### config.mk
export PLATFORM = sky130hd
export DESIGN_NAME = bfs_lane_param
export DESIGN_NICKNAME = d
export VERILOG_FILES = /design/src/rtl/bfs_lane_param.sv
export SDC_FILE = /design/constraint.sdc
export NUM_CORES = 1
export LEC_CHECK = 0
export BUFFER_PORTS_ARGS = -buffer_cell sky130_fd_sc_hd__buf_2
export CAP_MARGIN = 5
export CORE_MARGIN = 5
export CORE_UTILIZATION = 30
export DETAILED_ROUTE_END_ITERATION = 8
export SLEW_MARGIN = 20
export SYNTH_ARGS = -nofsm -noshare
export SYNTH_HDL_FRONTEND = slang
export SYNTH_SLANG_ARGS = --single-unit
### constraint.sdc
create_clock -name clk -period 2.8 [get_ports clk]
set_input_delay 0.14 -clock clk [delete_from_list [all_inputs] [get_ports clk]]
set_output_delay 0.14 -clock clk [all_outputs]
set_load 0.05 [all_outputs]
### src/rtl/bfs_lane_param.sv
// Edge-centric BFS lane: owns one partition's level memory, serialises slot words through a
// two-stage read/compare pipe and buffers scatter updates in an output FIFO.
module bfs_lane_param #(
  parameter int unsigned ADDR_W       = 4,
  parameter int unsigned SLOTS        = 8,
  parameter int unsigned PARTITION_ID = 0,
  parameter int unsigned LEVEL_W      = 8,
  parameter int unsigned FIFO_DEPTH   = 4
) (
  input  logic                clk,
  input  logic                rst,
  input  logic [1:0]          mode,
  input  logic [LEVEL_W-1:0]  current_level,
  input  logic [31:0]         root_vertex,
  input  logic [64*SLOTS-1:0] in_word,
  input  logic                in_valid,
  input  logic                in_last,
  output logic                in_ready,
  output logic [31:0]         out_word,
  output logic                out_valid,
  input  logic                out_ready,
  output logic [31:0]         update_count,
  output logic [31:0]         visit_count,
  output logic                done
);
  localparam int unsigned DEPTH  = 2 ** ADDR_W;
  localparam int unsigned WORD_W = 64 * SLOTS;
  localparam int unsigned SlotW  = (SLOTS > 1) ? $clog2(SLOTS) : 1;
  localparam int unsigned FifoAw = $clog2(FIFO_DEPTH);
  localparam int unsigned HiW    = 32 - ADDR_W;
  localparam logic [HiW-1:0]     PartId    = HiW'(PARTITION_ID);
  localparam logic [LEVEL_W-1:0] Unvisited = '1;
  localparam logic [ADDR_W:0]    InitEnd   = (ADDR_W+1)'(DEPTH);
  localparam logic [FifoAw:0]    FifoFull  = (FifoAw+1)'(FIFO_DEPTH);
  localparam logic [1:0] ModeScatter = 2'd1;
  localparam logic [1:0] ModeGather  = 2'd2;
  localparam logic [1:0] ModeInit    = 2'd3;

  typedef enum logic [1:0] {StIdle, StInit, StProc, StDrain} state_e;
  state_e state_q, state_d;

  logic [ADDR_W:0]    init_ptr_q;
  logic [WORD_W-1:0]  word_q;
  logic [1:0]         mode_q;
  logic               last_q;
  logic [SlotW-1:0]   slot_q;
  logic               s1_valid_q, s1_gather_q;
  logic [ADDR_W-1:0]  s1_addr_q;
  logic [31:0]        s1_dst_q;
  logic [LEVEL_W-1:0] s1_level_q;
  logic [LEVEL_W-1:0] level_mem [DEPTH];
  logic [31:0]        fifo_mem [FIFO_DEPTH];
  logic [FifoAw-1:0]  fifo_wr_q, fifo_rd_q;
  logic [FifoAw:0]    fifo_cnt_q, occ;
  logic [31:0]        upd_cnt_q, vis_cnt_q;

  logic [63:0]        cur_slot;
  logic [31:0]        src;
  logic               slot_act, stall, issue, accept, drained, push, pop, hit_gather;
  logic [LEVEL_W-1:0] next_level, rd_level;
  logic               mem_we;
  logic [ADDR_W-1:0]  mem_wa;
  logic [LEVEL_W-1:0] mem_wd;

  always_comb begin
    cur_slot = '0;
    for (int k = 0; k < SLOTS; k++) begin
      if (slot_q == SlotW'(k)) cur_slot = word_q[64*k +: 64];
    end
  end

  assign src        = cur_slot[31:0];
  assign slot_act   = (src != 32'hFFFF_FFFF) && (src[31:ADDR_W] == PartId);
  assign occ        = fifo_cnt_q + {{FifoAw{1'b0}}, s1_valid_q};
  assign stall      = occ >= FifoFull;
  assign accept     = in_valid && in_ready;
  assign drained    = !s1_valid_q && (fifo_cnt_q == '0);
  assign next_level = current_level + LEVEL_W'(1);
  assign push       = s1_valid_q && !s1_gather_q && (s1_level_q == current_level);
  assign hit_gather = s1_valid_q && s1_gather_q && (s1_level_q == Unvisited);
  assign out_valid  = fifo_cnt_q != '0;
  assign pop        = out_valid && out_ready;
  assign out_word   = out_valid ? fifo_mem[fifo_rd_q] : '0;
  assign update_count = upd_cnt_q;
  assign visit_count  = vis_cnt_q;

  // A gather mark in the compare stage must be seen by a read of the same vertex this cycle.
  assign rd_level = (hit_gather && (s1_addr_q == src[ADDR_W-1:0])) ? next_level
                                                                   : level_mem[src[ADDR_W-1:0]];

  always_comb begin
    state_d = state_q;
    unique case (state_q)
      StIdle: begin
        if (mode == ModeInit) state_d = StInit;
        else if (accept)      state_d = StProc;
      end
      StInit:  if (init_ptr_q == InitEnd) state_d = StIdle;
      StProc:  if (issue && slot_q == SlotW'(SLOTS - 1)) state_d = last_q ? StDrain : StIdle;
      StDrain: if (drained) state_d = StIdle;
      default: state_d = StIdle;
    endcase
  end

  always_comb begin
    in_ready = 1'b0;
    done     = 1'b0;
    issue    = 1'b0;
    unique case (state_q)
      StIdle:  in_ready = (mode == ModeScatter) || (mode == ModeGather);
      StInit:  done = (init_ptr_q == InitEnd);
      StProc:  issue = !stall;
      StDrain: done = drained;
      default: ;
    endcase
    if (rst) begin
      in_ready = 1'b0;
      done     = 1'b0;
      issue    = 1'b0;
    end
  end

  always_comb begin
    mem_we = 1'b0;
    mem_wa = s1_addr_q;
    mem_wd = next_level;
    if (state_q == StInit) begin
      if (init_ptr_q != InitEnd) begin
        mem_we = 1'b1;
        mem_wa = init_ptr_q[ADDR_W-1:0];
        mem_wd = Unvisited;
      end else if (root_vertex[31:ADDR_W] == PartId) begin
        mem_we = 1'b1;
        mem_wa = root_vertex[ADDR_W-1:0];
        mem_wd = '0;
      end
    end else if (hit_gather) begin
      mem_we = 1'b1;
    end
    if (rst) mem_we = 1'b0;
  end

  // Storage arrays carry no reset; the level memory is only valid after INIT.
  always_ff @(posedge clk) begin
    if (mem_we) level_mem[mem_wa] <= mem_wd;
    if (push)   fifo_mem[fifo_wr_q] <= s1_dst_q;
  end

  always_ff @(posedge clk) begin
    if (rst) begin
      state_q     <= StIdle;
      init_ptr_q  <= '0;
      word_q      <= '0;
      mode_q      <= '0;
      last_q      <= 1'b0;
      slot_q      <= '0;
      s1_valid_q  <= 1'b0;
      s1_gather_q <= 1'b0;
      s1_addr_q   <= '0;
      s1_dst_q    <= '0;
      s1_level_q  <= '0;
      fifo_wr_q   <= '0;
      fifo_rd_q   <= '0;
      fifo_cnt_q  <= '0;
      upd_cnt_q   <= '0;
      vis_cnt_q   <= '0;
    end else begin
      state_q <= state_d;
      if (state_q == StIdle && mode == ModeInit) begin
        init_ptr_q <= '0;
        upd_cnt_q  <= '0;
        vis_cnt_q  <= '0;
      end else begin
        if (state_q == StInit) init_ptr_q <= init_ptr_q + (ADDR_W+1)'(1);
        if (push)       upd_cnt_q <= upd_cnt_q + 32'd1;
        if (hit_gather) vis_cnt_q <= vis_cnt_q + 32'd1;
      end
      if (accept) begin
        word_q <= in_word;
        mode_q <= mode;
        last_q <= in_last;
        slot_q <= '0;
      end else if (issue) begin
        slot_q <= slot_q + SlotW'(1);
      end
      s1_valid_q  <= issue && slot_act;
      s1_gather_q <= mode_q == ModeGather;
      s1_addr_q   <= src[ADDR_W-1:0];
      s1_dst_q    <= cur_slot[63:32];
      s1_level_q  <= rd_level;
      if (push) fifo_wr_q <= fifo_wr_q + FifoAw'(1);
      if (pop)  fifo_rd_q <= fifo_rd_q + FifoAw'(1);
      if (push && !pop)      fifo_cnt_q <= fifo_cnt_q + (FifoAw+1)'(1);
      else if (pop && !push) fifo_cnt_q <= fifo_cnt_q - (FifoAw+1)'(1);
    end
  end

endmodule

==> results of run 1 <==
registers in the layout, indices dropped and copies added, names as in the netlist, 4 cells and up, named ones only:
| register | cells |
|---|---|
| s1_dst_q | 32 |
| fifo_mem | 128 |
| word_q | 512 |
| visit_count | 32 |
| init_ptr_q | 5 |
| s1_level_q | 8 |
| update_count | 32 |
| s1_addr_q | 4 |
| level_mem | 128 |
layout make-up:
class                      instances  area [sq um]
multi-input combinational       2848         15860
sequential                       900         20590
antenna                           17         42.54
timing repair buffer            1434         11210
clock buffer                     138          2791
inverter                          30         122.6
clock inverter                    40         484.2
fill                           11550         69990
tap                             1637          2048
final timing paths:
check	from	to	slack, ps	depth (start not counted)
hold / removal	in_valid	mode_q[0]$_SDFFE_PP0P_	70	4
setup / recovery	slot_q[1]$_SDFFE_PP0P_	s1_level_q[5]$_SDFF_PP0_	-50	13
setup reg to reg	slot_q[1]$_SDFFE_PP0P_	s1_level_q[5]$_SDFF_PP0_	-50	13
hold reg to reg	mode_q[0]$_SDFFE_PP0P_	s1_gather_q$_SDFF_PP0_	410	1
cells by family (layout without fill, tap and decap cells):
group | count (synthesis) | after routing | share of synthesized area
adders and majority gates | 18 | 18 | 0.006282
other | 0 | 17 | 0
DFF | 900 | 900 | 0.5555
and+or+nand+nor | 2170 | 2170 | 0.2538
buffers and inverters | 331 | 1642 | 0.03668
muxes | 91 | 91 | 0.03560
AOI/OAI and AO/OA | 486 | 486 | 0.09254
xor gates and xnor gates | 83 | 83 | 0.01962
repair_timing:
action / 4_1_cts / 5_1_grt
hold buffers: 532 / 0
endpoints found under the hold margin: 531 / 0
setup endpoints to repair: 33 / 40
setup buffers: 13 / 10
resized for setup: 52 / 92
gates cloned: 1 / 3
pin swaps: 15 / 33
synthesized netlist by cell type (23+ instances only):
cell	count
sky130_fd_sc_hd__edfxtp_1	256
sky130_fd_sc_hd__mux4_2	32
sky130_fd_sc_hd__nor3_1	34
sky130_fd_sc_hd__and2_1	44
sky130_fd_sc_hd__o311ai_1	24
sky130_fd_sc_hd__xnor2_1	32
sky130_fd_sc_hd__clkbuf_1	231
sky130_fd_sc_hd__xor2_1	51
sky130_fd_sc_hd__a221oi_1	61
sky130_fd_sc_hd__dfxtp_1	644
sky130_fd_sc_hd__buf_2	27
sky130_fd_sc_hd__nand3_1	552
sky130_fd_sc_hd__nand2_1	1195
sky130_fd_sc_hd__o22ai_1	37
sky130_fd_sc_hd__inv_1	27
sky130_fd_sc_hd__and3_1	23
sky130_fd_sc_hd__buf_1	25
sky130_fd_sc_hd__nor2_1	215
sky130_fd_sc_hd__a21oi_1	61
sky130_fd_sc_hd__mux2i_1	53
sky130_fd_sc_hd__a211oi_1	42
sky130_fd_sc_hd__o21ai_0	121
per-stage QoR:
step	power (W)	util
5_1_grt	0.03419	0.4316
4_1_cts	0.03313	0.4265
6_report	0.03302	0.4317
2_1_floorplan	0.01741	-
3_3_place_gp	0.01934	0.3535
3_5_place_dp	0.01939	0.3535
per-layer routing:
metal | GRT usage | part of all wire | vias to the layer above
met3 | 0.04389 | 0.081 | 411
met5 | 0 | 0.00037 | -
met2 | 0.3433 | 0.44 | 1609
met4 | 0.1053 | 0.051 | 8
met1 | 0.3024 | 0.43 | 17190
li1 | - | - | 16660
power breakdown:
group	internal, W	switching [W]
Clock	0.00748	0.00562
Sequential	0.0140	0.000419
Combinational	0.00218	0.00335
critical path: stages, from the launching register on:
cell	delay, ps
sky130_fd_sc_hd__dfxtp_4	360
sky130_fd_sc_hd__inv_4	70
sky130_fd_sc_hd__ha_4	160
sky130_fd_sc_hd__buf_12	110
sky130_fd_sc_hd__buf_16	120
sky130_fd_sc_hd__buf_6	90
sky130_fd_sc_hd__a21oi_2	40
sky130_fd_sc_hd__a221o_1	400
sky130_fd_sc_hd__a211o_4	430
sky130_fd_sc_hd__buf_12	180
sky130_fd_sc_hd__o31ai_4	280
sky130_fd_sc_hd__o22ai_2	110
sky130_fd_sc_hd__a211oi_2	280
sky130_fd_sc_hd__o21bai_1	140
==> impl.org, run 1 <==
** Logic synthesis
- Mapped Avg Cell Area :: 9.082 sq um
- When the netlist entered floorplanning its net count stood at around 4,700.
- Synth area leader :: sky130_fd_sc_hd__dfxtp_1
- In the post-synthesis netlist, the biggest area contributors are sky130_fd_sc_hd__dfxtp_1, sky130_fd_sc_hd__edfxtp_1, sky130_fd_sc_hd__nand2_1.
- Yosys mapped the design onto 92 distinct sky130hd cell types.
- Area share of the largest cell type after synthesis :: 0.3480
- The synthesized design contains roughly 260 enable-type register cells.
- Summing every instance area after synthesis gives between 0.03 and 0.04 sq mm.
- Yosys warning count :: 0
- Synth Flop Type :: sky130_fd_sc_hd__dfxtp_1
- Async SR Flop Fraction :: 0
- Count of state elements after synthesis :: 900
- The share of the Yosys chip area taken by registers is 0.5555.
- Synthesis produced a netlist whose cell count is slightly above 4,000.

** STA
- Derived from the worst setup path, the maximum achievable clock frequency is between 0.3 and 0.4 GHz.
- Setup repair after global routing could not meet its margin everywhere.
- For the final database, setup skew stands at ~38 ps.
- Measured against its own limit, the worst slew margin works out to 0.3200.
- Hold is met by roughly 74 ps.
- Transition time of the tightest slew-check pin :: 1020 ps
- Across all setup checks in the final design, the least slack found is -45.38 ps.
- After routing, the total negative slack on setup checks comes to -59.12 ps.
- Final period utilization :: 1.016
- The number of endpoints with negative hold slack in the final report was 0.
- Fin. max-slew vios :: 0
- Time the final worst path needs with I/O delays and setup :: between 2000 and 3000 ps
- Setup violations remaining at the end of the flow were counted as 2.

** Placed design
- Instance area at placement :: 0.04353 sq mm
- Routability-driven placement finished with a final weighted congestion of 0.9064.
- Number of buffer cells added on primary ports :: around 660
- Once placement completed, the tool counted placed cells totaling between 6,000 and 7,000.
- The wire-length estimate of the detail-placed layout is 107.8 mm.
- OpenSTA, run right after detailed placement, puts the worst setup slack at -239.4 ps.

** Power and ir drop
- VDD sags by at most 0.6083 mV.
- Total power per unit cell area :: 621.2 mW/mm^2
- In this run the static leakage power is ~23 nW.

** Clock tree
- Clock root cell :: sky130_fd_sc_hd__clkbuf_16
- The longest clock path from root to sink contains 3 buffers.
- Clock latency at the later pin of the worst-skew pair :: around 710 ps
- After clock tree synthesis, the clock-pin slew on the worst setup and hold paths is 60 ps.
- TritonCTS buffer count :: slightly below 100
- The tree built by TritonCTS fans out to 900 sinks.
- CTS tree :: done
- Level count of the clock H-tree :: 3

** Floorplan
- The initial utilization of the core area, before any placement, comes to 0.3008.
- During I/O placement, the number of pins put on the boundary was approximately 660.
- Horizontal die dimension :: between 300 and 400 um
- The floorplan step defined a die boundary enclosing 0.1306 sq mm.
- The die is ~360 um tall.
- Core region area :: 0.1232 sq mm
- Placement Rows :: 129

** Global route
- Initial antenna violation count :: 32
- Via count of the first global-routing pass :: between 30,000 and 40,000
- Global-route wire length before repair :: about 220 mm
- Total congestion overflow after global routing :: 0
- Entering global routing, the biggest net connects 159 pins.
- Total routing usage reported by global routing :: 0.2231

** Hold path
- Hold Path Class :: in2reg

** Route
- For this block, the routed nets add up to between 150 and 200 mm of wire.
- The first routing iteration left around 3,500 violations.
- Antenna-violating nets left :: 0
- Using the TritonRoute via totals, the vias-per-cell ratio works out to slightly above 5.
- Dividing the detail-routed wire length by the instance count gives between 20 and 25 um.
- In the routed design, unresolved DRC markers number 0.
- The first detailed-routing pass took 8 iterations.
- Overall via count from detail_route :: between 30,000 and 40,000

** Worst setup path
- STA puts the critical path data arrival time at about 3500 ps.
- The setup path with the least slack is of type reg2reg.
- For the worst setup path, the data required time is 3430 ps.
- STA classifies the critical path startpoint as a flip-flop.
- Along the worst path, the maximum fanout reaches 8.
- STA classifies the critical path endpoint as a flip-flop.

** Final layout
- Most frequent cells in the layout :: sky130_fd_sc_hd__nand2_1, sky130_fd_sc_hd__buf_2, sky130_fd_sc_hd__dfxtp_1, sky130_fd_sc_hd__nand3_1, sky130_fd_sc_hd__dlygate4sd3_1
- Final design instance area without fill :: ~0.053 sq mm
- Relative to the synthesized area, the layout overhead comes to 43.49%.
- The count of cells in the finished layout, fillers not included, comes to approximately 7,000.
- Most frequent standard cell in the layout excluding fill and tap cells :: sky130_fd_sc_hd__nand2_1
- In the final layout, the share of cells above drive strength 1 is 0.2293.
- Count of nets after finishing :: between 5,000 and 6,000

** Job
- Number of maximum-capacitance violations :: 0

** Run status
- Run status :: finished with violations
- Failing checks :: setup timing
(Power assumes the default switching activity.)
==> inputs of run 2 (changes only) <==
--- a/config.mk
+++ b/config.mk
@@ -10,6 +10,7 @@
 export CORE_MARGIN = 5
 export CORE_UTILIZATION = 30
 export DETAILED_ROUTE_END_ITERATION = 8
+export MAX_ROUTING_LAYER = met4
 export SLEW_MARGIN = 20
 export SYNTH_ARGS = -nofsm -noshare
 export SYNTH_HDL_FRONTEND = slang
==> impl.org, run 2 (same netlist as run 1, synthesis figures left out) <==
** Route
- Number of iterations in the first detailed-routing pass :: 6 (was 8)
- Overall via count from detail_route :: 36,310 (was 35,880)
- The remaining number of nets flagged by the antenna check after routing came to 0 (unchanged).
- Drt first-iter violations :: 3,896 (was 3,487)
- The DRC violations left was 0 (unchanged).
- WL per Instance :: 22.29 um (was 21.78 um)
- The via density per instance is 5.140 (was 5.093).
- Total wire length after detailed routing :: 157.4 mm (was 153.4 mm)

** STA
- The number of endpoints with negative hold slack in the final report was 0 (unchanged).
- Unrepaired setup endpoints after global routing :: yes (unchanged)
- The clock skew is 55.68 ps (was 37.72 ps).
- Fin. max-slew vios :: 0 (unchanged)
- The post-layout worst setup margin came to -16.63 ps (was -45.38 ps).
- The final critical delay including setup and external delays was 2817 ps (was 2845 ps).
- The slew at the pin with the worst max-slew slack came to 930.6 ps (was 1020 ps).
- Achievable frequency :: 0.3550 GHz (was 0.3514 GHz)
- Final setup TNS :: -18.96 ps (was -59.12 ps)
- The share of the clock period used by the worst path was 1.006 (was 1.016).
- Headroom to the max-slew limit :: 0.3796 (was 0.3200)
- Setup Viol. Count Final :: 2 (unchanged)

** Hold path
- The class of the tightest hold or removal check was in2reg (unchanged).
- Cell count of the worst hold path :: 4 (unchanged)
- Worst Min Path Start :: in_valid (unchanged)
- The sink of the worst hold path is word_q[451]$_SDFFE_PP0P_ (was mode_q[0]$_SDFFE_PP0P_).

** Power and ir drop
- Total power per unit cell area :: 625.7 mW/mm^2 (was 621.2 mW/mm^2)
- The leakage power figure came to 23.10 nW (was 23.06 nW).
- Worst-case vdd ir drop :: 0.5142 mV (was 0.6083 mV)

** Final layout
- Number of flip-flops in the largest register :: 512 (unchanged)
- Registers with the highest flip-flop counts: word_q (512), fifo_mem (128), level_mem (128) (unchanged).
- The final standard cell utilization of the core was 0.4311 (was 0.4317).
- The fraction of final layout cells with drive strength greater than 1 was 0.2278 (was 0.2293).
- Register cell area after layout :: 0.02059 sq mm (about the same)
- Most frequent cells in the layout: sky130_fd_sc_hd__nand2_1, sky130_fd_sc_hd__buf_2, sky130_fd_sc_hd__dfxtp_1, sky130_fd_sc_hd__nand3_1, sky130_fd_sc_hd__dlygate4sd3_1 (unchanged).
- The fill cell total of the finished layout is 11,660 (was 11,550).
- Most frequent standard cell in the layout excluding fill and tap cells :: sky130_fd_sc_hd__nand2_1 (unchanged)
- Area of combinational cells with multiple inputs :: 0.01580 sq mm (was 0.01586 sq mm)
- The total number of nets in the final design came to 5,900 (was 5,888).
- Signed area change from the synthesized netlist to the final layout :: 43.30% (was 43.49%)
- Largest Register :: word_q (unchanged)

** Clock tree
- The deepest level of the CTS H-tree came to 3 (unchanged).
- The clock transition time at the flip-flop clock pins of the worst setup and hold paths was 60 ps (about the same).
- The number of buffers between clock root and the deepest sink was 3 (unchanged).
- The total number of clock tree sinks is 900 (unchanged).
- The number of buffers created by CTS is 100 (was 97).
- Clock root cell :: sky130_fd_sc_hd__clkbuf_16 (unchanged)
- The clock tree from TritonCTS was done (unchanged).
- Clock latency at the later pin of the worst-skew pair :: 700 ps (was 710 ps)

** Worst setup path
- Worst Reg-to-Reg Cells :: 15 (was 13)
- Worst path arrival time :: 3440 ps (was 3480 ps)
- Worst reg2reg path endpoint :: s1_level_q[7]$_SDFF_PP0_ (was s1_level_q[5]$_SDFF_PP0_)
- Highest-delay cell along the critical path :: sky130_fd_sc_hd__dfxtp_4 (was sky130_fd_sc_hd__a211o_4)
- Crit Path Class :: reg2reg (unchanged)
- The kind of start point of the critical path was a flip-flop (unchanged).
- Kind of capture point of the worst setup path :: flip-flop (unchanged)
- The critical-path maximum fanout was 11 (was 8).
- Cell type with the highest occurrence count on the critical path :: sky130_fd_sc_hd__buf_4 (was sky130_fd_sc_hd__buf_12)
- The largest stage delay on the critical path came to 360 ps (was 430 ps).
- The slack of the worst reg-to-reg path is -20 ps (was -50 ps).
- Crit path cell chain: buf_4, ha_4, buf_12, a31oi_2, nand3_2, o221ai_4, buf_12, buf_16, buf_4, nand2_1, and3_1, o21ai_1, buf_4, o2bb2ai_1, o2bb2ai_1 (was inv_4, ha_4, buf_12, buf_16, buf_6, a21oi_2, a221o_1, a211o_4, buf_12, o31ai_4, o22ai_2, a211oi_2, o21bai_1).
- The required time at the worst-slack endpoint was 3430 ps (about the same).
- The worst flop-to-flop path startpoint was slot_q[1]$_SDFFE_PP0P_ (unchanged).

** Floorplan
- The height of the die is 361.4 um (unchanged).
- IO Pins :: 658 (unchanged)
- Placement Rows :: 129 (unchanged)
- The horizontal die dimension came to 361.4 um (unchanged).
- Initial core utilization :: 0.3008 (unchanged)
- Core region area :: 0.1232 sq mm (unchanged)
- Die area :: 0.1306 sq mm (unchanged)

** Global route
- Via count of the first global-routing pass :: 35,350 (was 35,260)
- The global-route usage over all layers is 0.2357 (was 0.2231).
- The total congestion overflow came to 0 (unchanged).
- Global-route wire length before repair :: 227.5 mm (was 223.0 mm)
- The met2 track demand over resource in global routing came to 0.3535 (was 0.3433).
- Busiest metal layer after global routing :: met2 (unchanged)
- Routing usage on met3 :: 0.04468 (was 0.04389)
- Largest net degree at the start of global routing :: 202 (was 159)
- The number of antenna violations at the first check in global routing came to 22 (was 32).
- Met1 track utilization from global routing :: 0.3130 (was 0.3024)

** Placed design
- Post-DP HPWL :: 109.2 mm (was 107.8 mm)
- Global placement routability congestion :: 0.9285 (was 0.9064)
- The setup slack after placement is -240.0 ps (was -239.4 ps).
- Number of buffer cells added on primary ports :: 657 (unchanged)

** Run status
- Failing checks: setup timing (unchanged).
- Run status :: finished with violations (unchanged)

** Job
- The count of maximum capacitance violations came to 0 (unchanged).
[run 2: cell count changes in the layout (fill, tap and decap cells not counted), moves of 5 or more]
cell | previous run | this run
sky130_fd_sc_hd__o21ai_1 | 10 | 15
sky130_fd_sc_hd__clkbuf_8 | 21 | 9
sky130_fd_sc_hd__buf_12 | 50 | 43
sky130_fd_sc_hd__buf_4 | 180 | 199
sky130_fd_sc_hd__diode_2 | 17 | 23
[run 2: worst max-delay path by stage]
| stage | slack, ps | cells after the start | start | endpoint |
|---|---|---|---|---|
| after detailed placement | -240 | 14 | slot_q[0]$_SDFFE_PP0P_ | s1_dst_q[10]$_SDFF_PP0_ |
| after global routing | -180 | 12 | slot_q[0]$_SDFFE_PP0P_ | s1_valid_q$_SDFF_PP0_ |
| after CTS | 10 | 13 | slot_q[1]$_SDFFE_PP0P_ | s1_valid_q$_SDFF_PP0_ |
| after floorplan | 110 | 11 | slot_q[2]$_SDFFE_PP0P_ | s1_level_q[0]$_SDFF_PP0_ |
| final | -20 | 15 | slot_q[1]$_SDFFE_PP0P_ | s1_level_q[7]$_SDFF_PP0_ |
| after global placement | -190 | 14 | slot_q[0]$_SDFFE_PP0P_ | s1_dst_q[10]$_SDFF_PP0_ |
[run 2: through the flow]
stage                     std cells  hold slack, ps  power, W  cell area [sq um]
final                          7064           60.62   0.03322              53090
after floorplan                4079           239.0   0.01741              37050
after global placement         6311           324.7   0.01937              43600
after global routing           7058           35.24   0.03440              53070
after CTS                      7031           16.27   0.03329              52470
after detailed placement       6311           326.4   0.01941              43600
[run 2: what timing repair did]
item,CTS,global route
buffers inserted,6,7
pin swaps,5,17
resized for setup,39,94
endpoints found under the setup margin,27,40
hold buffers,529,0
cloned,2,3
hold endpoints to repair,530,0
[run 2: per-layer routing]
layer	part of all wire	vias to the layer above	routed length [um]
li1	-	16690	-
met1	0.43	17490	67310
met2	0.45	1734	70490
met3	0.082	403	12930
met4	0.043	0	6693
met5	0	-	0
[run 2: area by class of cell]
cell class | count | share of cell area
clock inverters | 47 | 0.009639
diodes | 23 | 0.001084
inverters | 30 | 0.002357
clock buffers | 136 | 0.05265
well taps | 1637 | 0.03858
repair buffers | 1442 | 0.2103
flip-flops and latches | 900 | 0.3878
multi-input cells | 2849 | 0.2976
[run 2: report_power, final]
part           total (W)  switching (W)  internal [W]  leakage [nW]
combinational    0.00554        0.00337       0.00217          13.9
clock             0.0133        0.00566       0.00760          1.61
sequential        0.0144       0.000441        0.0140          7.58
total             0.0332        0.00947        0.0237          23.1
[run 2: critical path, delay by kind of cell, from the launching register on]
kind	cells	cell delay [ps]
DFF	1	360
adders and majority gates	1	190
and+or+nand+nor	3	340
AOI/OAI and AO/OA	5	990
buffers and inverters	6	850
